`src/rtl/truth_table_sweeper.sv`:
```
// Truth-table sweeper: walks all eight 3-bit input combinations
// into a circuit under test and assembles its 8-bit truth-table code.
module truth_table_sweeper #(
    parameter int unsigned SETTLE_CYCLES = 4
) (
    input  logic       clk,
    input  logic       rst,
    input  logic       start,
    input  logic [7:0] exp_code,
    input  logic       dut_out,
    output logic       in1,
    output logic       in2,
    output logic       in3,
    output logic       busy,
    output logic       done,
    output logic [7:0] code,
    output logic       match
);

    typedef enum logic [1:0] {
        S_IDLE,
        S_DRIVE,
        S_SAMPLE,
        S_FINISH
    } state_t;

    localparam logic [7:0] LP_LAST = 8'(SETTLE_CYCLES - 1);

    state_t     r_state;
    state_t     w_next;
    logic [2:0] r_idx;
    logic [7:0] r_cnt;
    logic [7:0] r_shift;
    logic [7:0] r_exp;
    logic [7:0] r_code;
    logic       r_match;
    logic       r_sync1;
    logic       r_sync2;
    logic       w_settled;
    logic       w_last_idx;

    assign w_settled  = (r_cnt == LP_LAST);
    assign w_last_idx = (r_idx == 3'd7);

    assign {in1, in2, in3} = r_idx;
    assign busy  = (r_state != S_IDLE);
    assign done  = (r_state == S_FINISH);
    assign code  = r_code;
    assign match = r_match;

    // Two-flop synchronizer for the asynchronous circuit output
    always_ff @(posedge clk or posedge rst) begin
        if (rst) begin
            r_sync1 <= 1'b0;
            r_sync2 <= 1'b0;
        end else begin
            r_sync1 <= dut_out;
            r_sync2 <= r_sync1;
        end
    end

    // State register
    always_ff @(posedge clk or posedge rst) begin
        if (rst) begin
            r_state <= S_IDLE;
        end else begin
            r_state <= w_next;
        end
    end

    // Next-state logic
    always_comb begin
        w_next = r_state;
        unique case (r_state)
            S_IDLE:   if (start) w_next = S_DRIVE;
            S_DRIVE:  if (w_settled) w_next = S_SAMPLE;
            S_SAMPLE: w_next = w_last_idx ? S_FINISH : S_DRIVE;
            S_FINISH: w_next = S_IDLE;
            default:  w_next = S_IDLE;
        endcase
    end

    // Index, settle counter, shift register and result capture
    always_ff @(posedge clk or posedge rst) begin
        if (rst) begin
            r_idx   <= 3'd0;
            r_cnt   <= 8'd0;
            r_shift <= 8'h00;
            r_exp   <= 8'h00;
            r_code  <= 8'h00;
            r_match <= 1'b0;
        end else begin
            unique case (r_state)
                S_IDLE: begin
                    if (start) begin
                        r_idx   <= 3'd0;
                        r_cnt   <= 8'd0;
                        r_shift <= 8'h00;
                        r_exp   <= exp_code;
                    end
                end
                S_DRIVE: begin
                    r_cnt <= w_settled ? 8'd0 : r_cnt + 8'd1;
                end
                S_SAMPLE: begin
                    r_shift <= {r_shift[6:0], r_sync2};
                    if (!w_last_idx) r_idx <= r_idx + 3'd1;
                end
                S_FINISH: begin
                    r_code  <= r_shift;
                    r_match <= (r_shift == r_exp);
                    r_idx   <= 3'd0;
                end
                default: ;
            endcase
        end
    end

endmodule

```
`config.mk`:
```
export PLATFORM = sky130hd
export DESIGN_NAME = truth_table_sweeper
export DESIGN_NICKNAME = d
export VERILOG_FILES = /design/src/rtl/truth_table_sweeper.sv
export SDC_FILE = /design/constraint.sdc
export NUM_CORES = 1
export LEC_CHECK = 0
export CAP_MARGIN = 40
export CORE_MARGIN = 3
export CORE_UTILIZATION = 55
export DETAILED_ROUTE_END_ITERATION = 8
export PLACE_DENSITY = 0.81
export SETUP_SLACK_MARGIN = 0.15
export SKIP_LAST_GASP = 1
export SYNTH_ARGS = -nofsm -noshare
export SYNTH_HDL_FRONTEND = slang
export SYNTH_SLANG_ARGS = --single-unit
```
`constraint.sdc`:
```
create_clock -name clk -period 3.9 [get_ports clk]
set_clock_uncertainty 0.05 [all_clocks]
set_input_delay 0.39 -clock clk [delete_from_list [all_inputs] [get_ports clk]]
set_output_delay 0.39 -clock clk [all_outputs]
set_load 0.02 [all_outputs]
```
==> results.tsv <==
stage	metric	value	unit
run_status	status	complete, no violations	
power	p_per_area	628	nW/µm²
floorplanning	start_util	0.583	
clock_tree	cts.sinks	40	
setup_path	timing.rr.start	r_cnt[0]	
grt	antenna_found_initial	0	
setup_path	cp.arrival	1.95	ns
clock_tree	cts_resized	0	
sta	fin_ws	1.51	ns
floorplanning	die_h	63.1	µm
drt	vias	1218	
floorplanning	die_w	63.1	µm
clock_tree	cts_made_buffers	5	
place	place_congestion	0.830	
synth	synth_seq_cells	40	
setup_path	worstPathMaxFanout	12	
drt	vias_per_cell	5.59	
place	portBuffers	25	
synth	synthFlopType	dfrtp_1	
job	cap_violations	0	
synth	yosysMostFrequentCell	dfrtp_1	
hold_path	hp-start	r_sync1	
sta	max_freq	418	MHz
sta	finalSetupViolations	0	
power	power.total	1.37	mW
layout	synthToLayoutAreaGrowth	21.4	%
synth	synth_commonest_cells	dfrtp_1, mux2_2, a22o_1	
grt	grt_pass1_vias	1243	
synth	synthArstFlopShare	1.00	
sta	rsz0062_at_grt	no	
sta	worst_slew_pin_slew	0.725	ns
hold_path	whs_path_depth	0	
floorplanning	dieArea	3980	µm²
grt	grt_overflow	0	
synth	ys_types	33	
floorplanning	core_area	3080	µm²
setup_path	end_kind	output pin	
layout	stdcell_count	218	
drt	antenna_left	0	
sta	drv_slew	0	
setup_path	start_kind	register	
grt	grt_max_degree	17	
drt	wl_per_cell	15.0	µm
layout	post_route_cells_drive_above_1_share	0.167	
floorplanning	rows	20	
synth	ys_top_cells_by_area	dfrtp_1, mux2_2, a22o_1, xnor2_1, ha_1	
place	dp_cells	211	
place	hpwl	2410	µm
sta	finalSetupTns	0	ns
synth	synthesis.nets	160	
grt	grt_pass1_wl	5830	µm
setup_path	r2r_end	r_cnt[7]	
layout	num-nets-final	190	
grt	grtUsageTotal	0.190	
floorplanning	io_pins	26	
hold_path	hold_path_end	r_sync2	
clock_tree	cts_root_buf	clkbuf_4	
clock_tree	insertion_delay	0.34	ns
setup_path	worstSetupPathType	reg2out	
clock_tree	cts_tree	yes	
clock_tree	clk_pin_slew	0.11	ns
setup_path	r2r_cells	5	
drt	drc_errors	0	
clock_tree	cts_hold_repair.buffers	0	
setup_path	rrSetupSlack	1.66	ns
clock_tree	clk_path_buf_depth	2	
drt	drtPass1Iterations	4	
synth	synth_area_per_cell	12.5	µm²
clock_tree	postCtsSetupBuffers	0	
drt	drt_iter0_markers	32	
setup_path	worstPathRequired	3.46	ns
sta	finalHoldViolations	0	
synth	yosysTopAreaCellShare	0.558	
power	p_leak	0.977	nW
synth	synth_edf_count	0	
sta	fin_crit	2.39	ns
synth	syn_area	1790	µm²
clock_tree	h-tree-depth	2	
place	dp_slack	1.67	ns
sta	finalCritPeriodShare	0.614	
layout	num_antenna_cells	0	
synth	yosys.area.top_type	dfrtp_1	
synth	syn_inst	144	
synth	seq_area_frac_synth	0.558	
sta	max_slew_margin	0.515	
drt	routed_wl	3270	µm
synth	yosysWarnings	0	
power	max-vdd-ir-drop	0.306	mV
hold_path	hp-class	reg2reg	
[power breakdown]
part | switching (mW) | internal, mW
Combinational | 0.248 | 0.259
Sequential | 0.115 | 0.518
Clock | 0.123 | 0.102
Total | 0.486 | 0.879
[logic make-up (layout without fill, tap and decap cells)]
| kind of cell | Yosys count | in the layout | share of synthesized area |
|---|---|---|---|
| xor+xnor | 9 | 9 | 0.0440 |
| mux | 18 | 18 | 0.112 |
| fa+ha+maj | 4 | 4 | 0.0279 |
| simple gates | 36 | 36 | 0.107 |
| flops | 40 | 40 | 0.558 |
| buf+inv | 7 | 37 | 0.0188 |
| compound gates | 30 | 30 | 0.132 |
[worst max path at each step]
| stage | start | end | slack [ns] | depth (start not counted) |
|---|---|---|---|---|
| after CTS | r_state[1] | done | 1.51 | 3 |
| after detailed placement | start | r_exp[6] | 1.67 | 4 |
| after floorplan | r_cnt[0] | r_cnt[2] | 2.03 | 6 |
| after global routing | r_state[1] | done | 1.38 | 3 |
| after global placement | start | r_exp[1] | 1.76 | 4 |
| final | r_state[1] | done | 1.51 | 3 |
[metrics by stage]
step / utilization / cell area [µm²] / hold WS [ns]
final: 0.707 / 2180 / 0.306
after global routing: 0.707 / 2180 / 0.321
after CTS: 0.707 / 2180 / 0.310
after detailed placement: 0.686 / 2110 / 0.286
after global placement: 0.677 / 2080 / 0.284
after floorplan: - / 1790 / 0.281
[registers in the layout, indices dropped and copies added, names as in the netlist]
register / count
r_idx: 3
code: 8
r_cnt: 8
r_sync1: 1
r_shift: 8
r_sync2: 1
r_state: 2
r_exp: 8
match: 1
[routing by layer]
metal / GRT usage / up-vias / routed length (µm)
met2: 0.307 / 29 / 1540
met5: 0 / - / 0
li1: - / 580 / -
met3: 0.0642 / 11 / 162
met1: 0.230 / 598 / 1490
met4: 0.0826 / 0 / 81
[critical path, cell delays in order (launching register included)]
cell and delay, ns:
dfrtp_1 0.53, nand2_1 0.35, inv_1 0.12, clkdlybuf4s50_1 0.60
[cells in the final DEF, fill, tap and decap left out, types with 5 or more instances in the layout]
cell type	netlist	layout
nand3_1	6	6
nand2_1	8	8
nor2_1	5	5
clkbuf_4	0	5
mux2_2	16	16
o21ai_0	5	5
a22o_1	9	9
dfrtp_1	40	40
xnor2_1	8	8
clkdlybuf4s50_1	0	25
[layout make-up]
cell class | instances | area (µm²)
flip-flops and latches | 40 | 1000
fillers | 241 | 902
multi-input cells | 97 | 758
repair buffers | 27 | 285
clock buffers | 7 | 65.1
well taps | 44 | 55.1
inverters | 3 | 11.3
(Power assumes the default switching activity.)
